<file path="src/rtl/regbank_pkg.sv">
// Shared definitions for the register-bank write side: index/data widths and
// the set of architecturally implemented register indices.
package regbank_pkg;

  localparam int REG_AW = 5;
  localparam int REG_DW = 32;

  // Bit n set means register rn physically exists in the bank (r0..r10, r25..r31).
  localparam logic [31:0] REG_IMPL_MASK = 32'hFE0007FF;

  // True when the given index maps to a physical register.
  function automatic logic reg_impl(input logic [REG_AW-1:0] idx);
    return REG_IMPL_MASK[idx];
  endfunction

endpackage

</file>
<file path="src/rtl/wb_fifo.sv">
// Writeback FIFO: holds accepted {rd, data} entries in acceptance order and
// exposes per-slot occupancy plus each slot's destination index so the top
// level can build the pending-destination mask.
module wb_fifo
  import regbank_pkg::*;
#(
  parameter int DEPTH = 4,
  parameter int AW    = REG_AW,
  parameter int W     = REG_AW + REG_DW
) (
  input  logic                              clk,
  input  logic                              rst_n,
  input  logic                              push_i,
  input  logic [W-1:0]                      push_data_i,
  input  logic                              pop_i,
  output logic [W-1:0]                      head_o,
  output logic                              full_o,
  output logic                              empty_o,
  output logic [$clog2(DEPTH):0]            level_o,
  output logic [DEPTH-1:0]                  occ_o,
  output logic [DEPTH-1:0][AW-1:0]          entry_rd_o
);

  localparam int PW = $clog2(DEPTH);
  localparam int LW = PW + 1;
  localparam logic [LW-1:0] FULL_LVL = LW'(DEPTH);

  logic [W-1:0]     mem_q [DEPTH];
  logic [PW-1:0]    wr_ptr_q, wr_ptr_d;
  logic [PW-1:0]    rd_ptr_q, rd_ptr_d;
  logic [LW-1:0]    level_q, level_d;
  logic [DEPTH-1:0] occ_q, occ_d;
  logic             do_push, do_pop;

  assign full_o  = (level_q == FULL_LVL);
  assign empty_o = (level_q == '0);
  assign do_push = push_i & ~full_o;
  assign do_pop  = pop_i & ~empty_o;

  assign head_o  = mem_q[rd_ptr_q];
  assign level_o = level_q;
  assign occ_o   = occ_q;

  // Next-state for pointers, occupancy bits and level; pointers wrap naturally
  // because DEPTH is a power of two.
  always_comb begin
    wr_ptr_d = wr_ptr_q;
    rd_ptr_d = rd_ptr_q;
    occ_d    = occ_q;
    level_d  = level_q;
    if (do_push) begin
      wr_ptr_d         = wr_ptr_q + PW'(1);
      occ_d[wr_ptr_q]  = 1'b1;
    end
    if (do_pop) begin
      rd_ptr_d         = rd_ptr_q + PW'(1);
      occ_d[rd_ptr_q]  = 1'b0;
    end
    case ({do_push, do_pop})
      2'b10:   level_d = level_q + LW'(1);
      2'b01:   level_d = level_q - LW'(1);
      default: level_d = level_q;
    endcase
  end

  // Control state: reset empties the queue regardless of stored contents.
  always_ff @(posedge clk or negedge rst_n) begin
    if (!rst_n) begin
      wr_ptr_q <= '0;
      rd_ptr_q <= '0;
      level_q  <= '0;
      occ_q    <= '0;
    end else begin
      wr_ptr_q <= wr_ptr_d;
      rd_ptr_q <= rd_ptr_d;
      level_q  <= level_d;
      occ_q    <= occ_d;
    end
  end

  // Entry storage; contents are only meaningful where occ_q is set.
  always_ff @(posedge clk) begin
    if (do_push) begin
      mem_q[wr_ptr_q] <= push_data_i;
    end
  end

  // Destination index of every slot, taken from the upper field of the entry.
  always_comb begin
    for (int i = 0; i < DEPTH; i++) begin
      entry_rd_o[i] = mem_q[i][W-1 -: AW];
    end
  end

endmodule

</file>
<file path="src/rtl/regbank_wb_ctrl.sv">
// Write-side controller for the register bank: arbitrates ALU and load
// writebacks, filters unimplemented destinations, queues accepted writes and
// retires one per cycle through a registered issue stage.
module regbank_wb_ctrl
  import regbank_pkg::*;
#(
  parameter int DEPTH    = 4,
  parameter int DW       = REG_DW,
  parameter int AW       = REG_AW,
  parameter int PRIO_MEM = 1
) (
  input  logic                   clk,
  input  logic                   rst,
  input  logic                   alu_valid,
  output logic                   alu_ready,
  input  logic [AW-1:0]          alu_rd,
  input  logic [DW-1:0]          alu_data,
  input  logic                   mem_valid,
  output logic                   mem_ready,
  input  logic [AW-1:0]          mem_rd,
  input  logic [DW-1:0]          mem_data,
  output logic                   wr_en,
  output logic [AW-1:0]          rd,
  output logic [DW-1:0]          i_data,
  output logic [31:0]            pend_mask,
  output logic                   drop_err,
  output logic [$clog2(DEPTH):0] fifo_level
);

  localparam int W = AW + DW;

  logic                    fifo_push, fifo_pop;
  logic [W-1:0]            fifo_head;
  logic                    fifo_full, fifo_empty;
  logic [DEPTH-1:0]        fifo_occ;
  logic [DEPTH-1:0][AW-1:0] fifo_entry_rd;

  logic                    acc_alu, acc_mem, accept;
  logic [AW-1:0]           sel_rd;
  logic [DW-1:0]           sel_data;
  logic                    sel_impl;

  logic                    wr_en_q, wr_en_d;
  logic [AW-1:0]           rd_q, rd_d;
  logic [DW-1:0]           data_q, data_d;
  logic                    drop_q, drop_d;

  wb_fifo #(
    .DEPTH (DEPTH),
    .AW    (AW),
    .W     (W)
  ) u_fifo (
    .clk         (clk),
    .rst_n       (rst),
    .push_i      (fifo_push),
    .push_data_i ({sel_rd, sel_data}),
    .pop_i       (fifo_pop),
    .head_o      (fifo_head),
    .full_o      (fifo_full),
    .empty_o     (fifo_empty),
    .level_o     (fifo_level),
    .occ_o       (fifo_occ),
    .entry_rd_o  (fifo_entry_rd)
  );

  // Fixed-priority arbitration: the loser is only ready when the winner is idle.
  // Readiness looks at the current level only, so a full FIFO never accepts
  // on the strength of a same-cycle pop.
  always_comb begin
    alu_ready = 1'b0;
    mem_ready = 1'b0;
    if (PRIO_MEM != 0) begin
      mem_ready = ~fifo_full;
      alu_ready = ~fifo_full & ~mem_valid;
    end else begin
      alu_ready = ~fifo_full;
      mem_ready = ~fifo_full & ~alu_valid;
    end
  end

  assign acc_alu  = alu_valid & alu_ready;
  assign acc_mem  = mem_valid & mem_ready;
  assign accept   = acc_alu | acc_mem;
  assign sel_rd   = acc_mem ? mem_rd   : alu_rd;
  assign sel_data = acc_mem ? mem_data : alu_data;
  assign sel_impl = reg_impl(REG_AW'(sel_rd));

  // Accepted writes to missing registers are swallowed and flagged instead of queued.
  assign fifo_push = accept & sel_impl;
  assign drop_d    = accept & ~sel_impl;

  // The issue stage drains the head whenever anything is queued.
  assign fifo_pop = ~fifo_empty;

  // Issue-stage next state: load the head on a pop, otherwise hold rd/data.
  always_comb begin
    wr_en_d = ~fifo_empty;
    rd_d    = rd_q;
    data_d  = data_q;
    if (!fifo_empty) begin
      rd_d   = fifo_head[W-1 -: AW];
      data_d = fifo_head[DW-1:0];
    end
  end

  // Issue stage and drop flag; reset clears everything so no stale write escapes.
  always_ff @(posedge clk or negedge rst) begin
    if (!rst) begin
      wr_en_q <= 1'b0;
      rd_q    <= '0;
      data_q  <= '0;
      drop_q  <= 1'b0;
    end else begin
      wr_en_q <= wr_en_d;
      rd_q    <= rd_d;
      data_q  <= data_d;
      drop_q  <= drop_d;
    end
  end

  assign wr_en    = wr_en_q;
  assign rd       = rd_q;
  assign i_data   = data_q;
  assign drop_err = drop_q;

  // Pending mask: every queued destination plus the one being written this cycle.
  always_comb begin
    pend_mask = '0;
    for (int i = 0; i < DEPTH; i++) begin
      if (fifo_occ[i]) begin
        pend_mask = pend_mask | (32'd1 << fifo_entry_rd[i]);
      end
    end
    if (wr_en_q) begin
      pend_mask = pend_mask | (32'd1 << rd_q);
    end
  end

endmodule
</file>
<file path="config.mk">
export PLATFORM = sky130hd
export DESIGN_NAME = regbank_wb_ctrl
export DESIGN_NICKNAME = d
export VERILOG_FILES = /design/src/rtl/regbank_pkg.sv /design/src/rtl/wb_fifo.sv /design/src/rtl/regbank_wb_ctrl.sv
export SDC_FILE = /design/constraint.sdc
export NUM_CORES = 1
export LEC_CHECK = 0
export CAP_MARGIN = 20
export CORE_AREA = 2 2 141 143
export CTS_CLUSTER_SIZE = 10
export DETAILED_ROUTE_END_ITERATION = 12
export DIE_AREA = 0 0 143 145
export DONT_BUFFER_PORTS = 1
export MAX_ROUTING_LAYER = met4
export PLACE_DENSITY = 0.7
export SETUP_SLACK_MARGIN = 0.3
export SLEW_MARGIN = 20
export SYNTH_ARGS = -nofsm -noshare
export SYNTH_HDL_FRONTEND = slang
export SYNTH_HIERARCHICAL = 1
export SYNTH_SLANG_ARGS = --single-unit
</file>
<file path="constraint.sdc">
create_clock -name clk -period 5.6 [get_ports clk]
set_clock_uncertainty 0.05 [all_clocks]
set_input_delay 1.12 -clock clk [delete_from_list [all_inputs] [get_ports clk]]
set_output_delay 1.12 -clock clk [all_outputs]
set_load 0.02 [all_outputs]
</file>
==> metrics.yaml, run 1 <==
ys.flop_type: "edfxtp_1"
crit-reg2reg-launch: "u_fifo/level_o[2]"
synth_area_um2: 9452
die_y_um: 145
leakage_nw: 3.356
drt-vias-per-instance: 6.346
syn_to_final_growth_pct: 7.228
cp-start-kind: "flop"
hpwl_um: 14810
grt_antenna_before_repair: 0
synthAdderAreaFrac_pct: 1.403
grt.busiest_layer: "met2"
drive_above_1_share_pct: 26.77
synthMuxAreaShare_pct: 18.10
cp-end-kind: "flop"
netlist_instances: 629
grt_pass1_wl_um: 34110
rsz0062_at_grt: "false"
maxCapViolations: 0
setup_viol: 0
first_global_vias: 5824
required_ns: 5.65
cts_hold_buf: 0
die-area_um2: 20740
grt_max_degree: 51
overflow: 0
cts-resized-gates: 0
diodes: 0
power.total_w: 0.005552
cts_setup_buffers: 0
drv_slew: 0
tns_ns: 0
synth_top_family_by_area: "multiplexers"
layout.nets: 695
synth_compound_area_share_pct: 6.089
cts_tree: "yes"
cts_buffers: 17
drt-pass1-iter-count: 5
critPathKind: "reg2reg"
via_count: 5616
synth_edf_count: 148
fmax_mhz: 231.3
power_density_nw_per_um2: 547.8
clk_latency_ns: 0.42
gp_congestion: 0.9738
ys_seq_area_share_pct: 60.26
fin_util_pct: 52.77
regToRegSetupSlack_ns: 1.28
fill_cells: 1532
clk_path_buf_depth: 2
synth_cell_type_count: 46
crit_path_start: "u_fifo/level_o[2]"
die_w_um: 143
period_needed_ns: 4.324
ios: 154
synth_nets: 717
start_util_pct: 49.21
cts_sinks: 198
report.final.hold_viol_count: 0
grt_use_met3_pct: 4.686
root_buffer: "clkbuf_16"
max-slew-margin-rel_pct: 30.87
outcome: "complete, no violations"
min_period_over_period_pct: 77.21
synth-simple-area-share_pct: 9.796
reg2reg_depth: 9
rows: 51
hp-class: "in2async"
coreArea_um2: 19210
antenna_left: 0
worst_pin_slew_ns: 1.037
critPathMaxFanout: 33
ir_drop_v: 0.0002629
cts_max_level: 4
critPathArrivalTime_ns: 4.37
detail_route.wl_per_cell_um: 24.35
met2_usage_pct: 34.76
synthXorXnorAreaFrac_pct: 0.4633
ys_seq_elements: 198
grt_usage_pct: 22.23
drc_errors: 0
met1_usage_pct: 29.80
postSynthAreaPerCell_um2: 15.03
io_buffers: 0
ys_warn_count: 6
cts.clk_slew.worst_paths_ns: 0.08
drtIter0Drc: 516
drt_wl_total_um: 21550
async_reset_ff_share_pct: 25.25
## sequential cells by signal (all words and copies together), names as in the netlist
| name | count |
|---|---|
| u_fifo/level_o | 3 |
| u_fifo/rd_ptr_q | 2 |
| u_fifo/occ_o | 4 |
| drop_err | 1 |
| u_fifo/wr_ptr_q | 2 |
| wr_en | 1 |
| i_data | 32 |
| u_fifo/mem_q | 148 |
| rd | 5 |
## cell usage after synthesis (all sizes together) (16+ instances only)
library cell | number | area [um2]
edfxtp | 148 | 4444
mux2 | 74 | 837.1
dfrtp | 50 | 1251
mux4 | 37 | 833.3
buf | 33 | 266.5
nor2 | 30 | 112.6
nand2 | 26 | 97.59
nand3 | 26 | 130.1
a22oi | 24 | 180.2
nor3 | 20 | 105.1
nand2b | 17 | 113.9
clkbuf | 16 | 60.06
## kinds of logic after synthesis
group           count (synthesis)
compound gates                 74
xor+xnor                        5
fa+ha+maj                      10
buf+inv                        60
flops                         198
mux                           115
simple gates                  167
## cell usage in the layout (no fill, tap or decap), types with 11 or more instances in the layout
master and n:
edfxtp_1 148, mux2_2 73, dfrtp_1 48, mux4_2 37
nand2_1 26, nor2_1 26, nand3_1 26, a22oi_1 24
nor3_1 19, clkbuf_16 17, nand2b_1 16, o221ai_1 15
nand4b_1 13, o22ai_1 12, inv_1 11, nor2b_1 11
## layer usage
metal  wire (um)  vias to the layer above
met4         343                        0
li1            -                     2433
met3        1766                       32
met1        8856                     2850
met5           0                        -
met2       10580                      301
## power breakdown
part / switching (W) / internal, W / leakage, nW / total, W
Combinational: 0.000882 / 0.000796 / 1.14 / 0.00168
Clock: 0.000535 / 0.000625 / 0.279 / 0.00116
Sequential: 0.000633 / 0.00208 / 1.93 / 0.00271
Total: 0.00205 / 0.00350 / 3.36 / 0.00555
## cell type report
class / count / area, um2 / area share (%)
multi-input cells: 371 / 3425 / 33.79
well taps: 265 / 331.6 / 3.272
clock buffers: 17 / 425.4 / 4.198
clock inverters: 15 / 146.4 / 1.444
repair buffers: 8 / 67.56 / 0.6667
inverters: 11 / 41.29 / 0.4074
flip-flops and latches: 198 / 5698 / 56.22
## path summary, 6_finish.rpt
path                                           end
worst max-delay path            u_fifo/mem_q[0][0]
worst min-delay path                     i_data[3]
worst max register to register  u_fifo/mem_q[0][0]
worst min register to register  u_fifo/wr_ptr_q[0]
max in group asynchronous               i_data[13]
min in group clk                u_fifo/wr_ptr_q[0]
## per-stage QoR
step	setup slack [ns]	hold slack (ns)	cell area (um2)	cells
2_1_floorplan	1.062	0.4465	9452	629
6_report	1.276	0.3332	10130	885
3_3_place_gp	1.280	0.4733	9548	852
3_5_place_dp	1.143	0.4848	9548	852
5_1_grt	0.9533	0.3095	10130	885
4_1_cts	1.195	0.3152	10120	884
## worst max-delay path, cell delays in order, from the launching register on
cell	delay [ns]
dfrtp_1	0.55
nor3b_4	0.71
nor2b_4	0.16
buf_4	0.30
mux2_4	0.31
a311oi_2	0.07
a2111oi_2	0.66
nand2_1	0.20
nor2_4	0.57
buf_4	0.41
No activity file was read; power rests on OpenSTA's default activity.
==> inputs of run 2 (changes only) <==
clock period = 4.15 ns   (was 5.6 ns; I/O delays follow)
==> run 2 against run 1 <==
Net effect: combinational power is 34% higher; sequential share of layout area decreased by 0.24 points; clock power increased by 38%; count of clock-buffer cells in the layout did not move; global-route usage up 0.43 points; register-to-register slack worse by 0.55 ns; maximum frequency rose by 26%.
==> metrics.yaml, run 2 (synthesized netlist as in run 1, its figures left out) <==
via_count: 5664  # +0.85%
coreArea_um2: 19210  # unchanged
largest_register: "u_fifo/mem_q"
drt-pass1-iter-count: 5  # unchanged
largest_reg_flops: 148  # unchanged
antenna_left: 0  # unchanged
hpwl_um: 14580  # -1.6%
syn_to_final_growth_pct: 7.678
rsz0062_at_grt: "false"
io_buffers: 0  # unchanged
period_needed_ns: 3.426  # -0.8977 ns
detail_route.wl_per_cell_um: 24.84  # +2.0%
cts_max_level: 4  # unchanged
cts.clk_slew.worst_paths_ns: 0.08  # about the same
grt_antenna_before_repair: 0  # unchanged
ios: 154  # unchanged
power.total_w: 0.007550  # +36%
cp-end-kind: "flop"
rows: 51  # unchanged
setup_viol: 0  # unchanged
cts_sinks: 198  # unchanged
cts-resized-gates: 0  # unchanged
drv_slew: 0  # unchanged
min_period_over_period_pct: 82.55  # +5.3 points
maxCapViolations: 0  # unchanged
max-slew-margin-rel_pct: 30.99  # +0.12 points
grt_usage_pct: 22.66  # +0.43 points
power_density_nw_per_um2: 741.9  # +35%
first_global_vias: 5813  # -0.19%
critPathMaxFanout: 38  # +15%
cp-start-kind: "flop"
placed_cells: 854  # +0.23%
die_y_um: 145  # unchanged
regToRegSetupSlack_ns: 0.72  # -0.55 ns
outcome: "complete, no violations"
report.final.hold_viol_count: 0  # unchanged
cts_tree: "yes"
layout.nets: 696  # +0.14%
root_buffer: "clkbuf_16"
critPathKind: "reg2reg"
start_util_pct: 49.21  # unchanged
finalInstanceArea_um2: 10180  # +0.42%
placed_cell_area_um2: 9575  # +0.29%
required_ns: 4.15  # -1.50 ns
clk_path_buf_depth: 2  # unchanged
hp-class: "in2async"
drc_errors: 0  # unchanged
cts_buffers: 17  # unchanged
drtIter0Drc: 398  # -23%
leakage_nw: 3.374  # +0.52%
drt-vias-per-instance: 6.393  # +0.74%
fin_util_pct: 52.99  # +0.22 points
grt_max_degree: 51  # unchanged
ir_drop_v: 0.0004327  # +65%
layout_commonest_cell: "edfxtp_1"
diodes: 0  # unchanged
overflow: 0  # unchanged
final_cells: 886  # +0.11%
gp_congestion: 0.9063  # -6.9%
clk_latency_ns: 0.42  # about the same
critPathArrivalTime_ns: 3.43  # -0.94 ns
drive_above_1_share_pct: 26.73  # -0.043 points
layout_common_cells: "edfxtp_1, mux2_2, dfrtp_1"
tns_ns: 0  # unchanged
die_w_um: 143  # unchanged
die-area_um2: 20740  # unchanged
drt_wl_total_um: 22000  # +2.1%
worst_pin_slew_ns: 1.035  # -0.001871 ns
grt_pass1_wl_um: 34450  # +0.99%
cts_setup_buffers: 0  # unchanged
cts_hold_buf: 0  # unchanged
fmax_mhz: 291.9  # +26%
[run 2: changes by cell type in the layout (fill, tap and decap cells not counted), sizes merged]
cell,before,now
buf,8,9
clkinv,7,8
clkinvlp,2,0
inv,16,18
bufinv,1,0
[run 2: path summary, 6_finish.rpt]
path,start,to,cells past startpoint
min,rst,i_data[29],0
max in group asynchronous,rst,u_fifo/rd_ptr_q[1],0
min reg2reg,u_fifo/wr_ptr_q[0],u_fifo/wr_ptr_q[0],1
max,u_fifo/level_o[2],u_fifo/mem_q[2][36],8
max reg2reg,u_fifo/level_o[2],u_fifo/mem_q[2][36],8
min in group clk,u_fifo/wr_ptr_q[0],u_fifo/wr_ptr_q[0],1
[run 2: routing by layer]
| metal | vias up | global-route usage (%) | wire, um |
|---|---|---|---|
| met5 | - | - | 0 |
| met4 | 0 | 8.465 | 535 |
| met3 | 41 | 4.785 | 1817 |
| met2 | 298 | 34.55 | 10810 |
| met1 | 2887 | 30.18 | 8837 |
| li1 | 2438 | - | - |
[run 2: area by class of cell]
cell class	count	area (um2)
tap	265	331.6
multi-input combinational	371	3425
fill	1531	9030
inverter	11	41.29
clock buffer	17	425.4
timing repair buffer	9	80.08
sequential	198	5698
clock inverter	15	176.4
[run 2: report_power, final]
part	total (W)	internal (W)	switching [W]
sequential	0.00370	0.00281	0.000893
clock	0.00160	0.000816	0.000782
combinational	0.00225	0.00109	0.00117
[run 2: worst max-delay path, cell delays in order, from the launching register on]
cell,delay (ns)
dfrtp_1,0.52
nor3b_4,0.23
nor2b_4,0.26
mux2i_1,0.32
a311oi_2,0.17
a2111oi_2,0.65
nand2_1,0.20
nor2_4,0.11
buf_4,0.50
[run 2: through the flow]
step | hold WS (ns) | worst slack (ns)
after global placement | 0.4715 | 0.6646
after detailed placement | 0.4746 | 0.6373
after floorplan | 0.4465 | -0.09771
after global routing | 0.001919 | 0.5191
after CTS | 0.01148 | 0.7024
final | 0.03771 | 0.7242
==> inputs of run 3 (changes only) <==
clock period = 3.4 ns   (was 4.15 ns; I/O delays follow)
==> run 3 against run 2 <==
Net effect: worst setup slack worse by 0.34 ns; register-to-register slack worse by 0.34 ns; non-clock buffer count up 10; design area up 1.6%; clock power up 19%; combinational power up 32%; sequential power up 20%; utilization up 0.83 points; die area unchanged; highest routed layer unchanged; first-iteration DRC count up 12%; largest power group unchanged.
==> metrics.yaml, run 3 (synthesized netlist as in run 1, its figures left out) <==
hpwl_um: 15290  # +4.9%
leakage_nw: 3.430  # +1.7%
largest_register: "u_fifo/mem_q"
hp-class: "in2async"
path_cells: "nor3b_4 > nor2b_4 > mux2i_2 > inv_1 > o21ai_2 > a2111oi_4 > nand2b_4 > ha_1 > inv_1 > fa_1 > xor2_1 > nor2_1 > xor2_1"
comb_power_share_pct: 31.9  # +2.1 points
gp_congestion: 0.9823  # +8.4%
syn_to_final_growth_pct: 9.360
cp_slowest_cell: "dfrtp_2"
clkPwrFrac_pct: 20.4  # -0.8 points
fill_cells: 1481  # -3.3%
cts_tree: "yes"
grt_pass1_wl_um: 34290  # -0.46%
layout.nets: 706  # +1.4%
cts_buffers: 17  # unchanged
drive_above_1_share_pct: 29.16  # +2.4 points
min_period_over_period_pct: 88.75  # +6.2 points
maxCapViolations: 0  # unchanged
power.total_w: 0.009327  # +24%
grt_usage_pct: 22.58  # -0.080 points
worst_pin_slew_ns: 1.020  # -0.01472 ns
start_util_pct: 49.21  # unchanged
max_stage_delay_ns: 0.49  # -0.16 ns
drv_slew: 0  # unchanged
max-slew-margin-rel_pct: 31.97  # +0.98 points
critPathMaxFanout: 8  # -79%
fin_util_pct: 53.81  # +0.83 points
fmax_mhz: 331.4  # +14%
overflow: 0  # unchanged
report.final.hold_viol_count: 0  # unchanged
drtIter0Drc: 446  # +12%
cp-start-kind: "flop"
ios: 154  # unchanged
die_w_um: 143  # unchanged
via_count: 5613  # -0.90%
hold_ws_ns: 0.05924  # +0.02153 ns
detail_route.wl_per_cell_um: 24.76  # -0.31%
grt_max_degree: 51  # unchanged
cts.clk_slew.worst_paths_ns: 0.07  # about the same
required_ns: 3.69  # -0.46 ns
clk_latency_ns: 0.42  # about the same
root_buffer: "clkbuf_16"
layout_commonest_cell: "edfxtp_1"
critPathKind: "reg2reg"
cts_sinks: 198  # unchanged
clk_path_buf_depth: 2  # unchanged
power_density_nw_per_um2: 902.3  # +22%
largest_reg_flops: 148  # unchanged
drt_wl_total_um: 22180  # +0.81%
setup_viol: 0  # unchanged
drc_errors: 0  # unchanged
period_needed_ns: 3.017  # -0.4084 ns
cts_max_level: 4  # unchanged
layout_setup_ws_ns: 0.3826  # -0.3416 ns
die_y_um: 145  # unchanged
coreArea_um2: 19210  # unchanged
rsz0062_at_grt: "true"
drt-vias-per-instance: 6.265  # -2.0%
drt-pass1-iter-count: 5  # unchanged
switchingPower_w: 0.003437  # +21%
layout_common_cells: "edfxtp_1, mux2_2, dfrtp_1"
antenna_left: 0  # unchanged
io_buffers: 0  # unchanged
tns_ns: 0  # unchanged
internal_power_w: 0.005889  # +25%
power_frac_seq_pct: 47.7  # -1.3 points
ir_drop_v: 0.0005549  # +28%
dp_slack_ns: 0.2540  # -0.3833 ns
outcome: "complete, no violations"
switching_share_pct: 36.85  # -0.80 points
die-area_um2: 20740  # unchanged
grt_antenna_before_repair: 0  # unchanged
diodes: 0  # unchanged
cp-end-kind: "flop"
first_global_vias: 5806  # -0.12%
critPathArrivalTime_ns: 3.31  # -0.12 ns
rows: 51  # unchanged
==> run 3: cell count changes in the layout (fill, tap and decap cells not counted), moves of 3 or more <==
cell      before  now
dfrtp_1       48   45
buf_12         1    4
dfrtp_2        2    5
buf_4          8   14
clkinv_8       5    1
==> run 3: area by class of cell <==
type | instances | area (um2) | share of cell area, %
multi-input combinational | 371 | 3473 | 33.60
inverter | 11 | 41.29 | 0.3995
clock buffer | 18 | 429.2 | 4.152
tap | 265 | 331.6 | 3.208
timing repair buffer | 19 | 212.7 | 2.058
sequential | 198 | 5702 | 55.16
clock inverter | 14 | 146.4 | 1.416
==> run 3: timing repair <==
item	4_1_cts	5_1_grt
pin swaps	0	3
hold endpoints to repair	50	0
gates resized for setup	1	6
hold buffers	1	0
buffers inserted	0	1
endpoints found under the setup margin	1	73
==> run 3: stage by stage <==
step                instance area [um2]  cells
global route                      10340    896
finish                            10340    896
CTS                               10300    895
global placement                   9689    862
floorplan                          9498    629
detailed placement                 9689    862
==> run 3: critical path, delay by kind of cell (launching register included) <==
family | cells | cell delay [ns]
buffers and inverters | 2 | 0.22
AO/OA/AOI/OAI | 2 | 0.27
XOR/XNOR | 2 | 0.29
adder cells (fa/ha/maj) | 2 | 0.56
multiplexers | 1 | 0.37
AND/OR/NAND/NOR | 4 | 0.69
flip-flops | 1 | 0.49
==> run 3: path summary, 6_finish.rpt <==
check,start,slack (ns),depth (start not counted),end
setup / recovery,u_fifo/level_o[2],0.38,13,u_fifo/level_o[2]
hold / removal,rst,0.06,1,i_data[28]
setup reg to reg,u_fifo/level_o[2],0.38,13,u_fifo/level_o[2]
hold reg to reg,u_fifo/wr_ptr_q[0],0.50,1,u_fifo/wr_ptr_q[0]
max in group asynchronous,rst,2.98,1,u_fifo/level_o[1]
min in group clk,alu_data[23],0.48,1,u_fifo/mem_q[2][23]
==> run 3: power groups by stage <==
| stage | combinational (W) | clock, W | sequential [W] |
|---|---|---|---|
| finish | 0.00297 | 0.00190 | 0.00445 |
| floorplan | 0.00257 | 0 | 0.00405 |
| global route | 0.00322 | 0.00205 | 0.00454 |
| detailed placement | 0.00294 | 0 | 0.00450 |
| global placement | 0.00288 | 0 | 0.00446 |
| CTS | 0.00299 | 0.00194 | 0.00446 |
==> run 3: routing by layer <==
layer | share of wire [%] | wire (um) | vias up | track usage (%)
met1 | 40 | 8867 | 2857 | 28.70
met4 | 2.0 | 435 | 0 | 6.535
met2 | 51 | 11250 | 279 | 36.48
met5 | 0 | 0 | - | -
met3 | 7.3 | 1625 | 30 | 5.182
li1 | - | - | 2447 | -
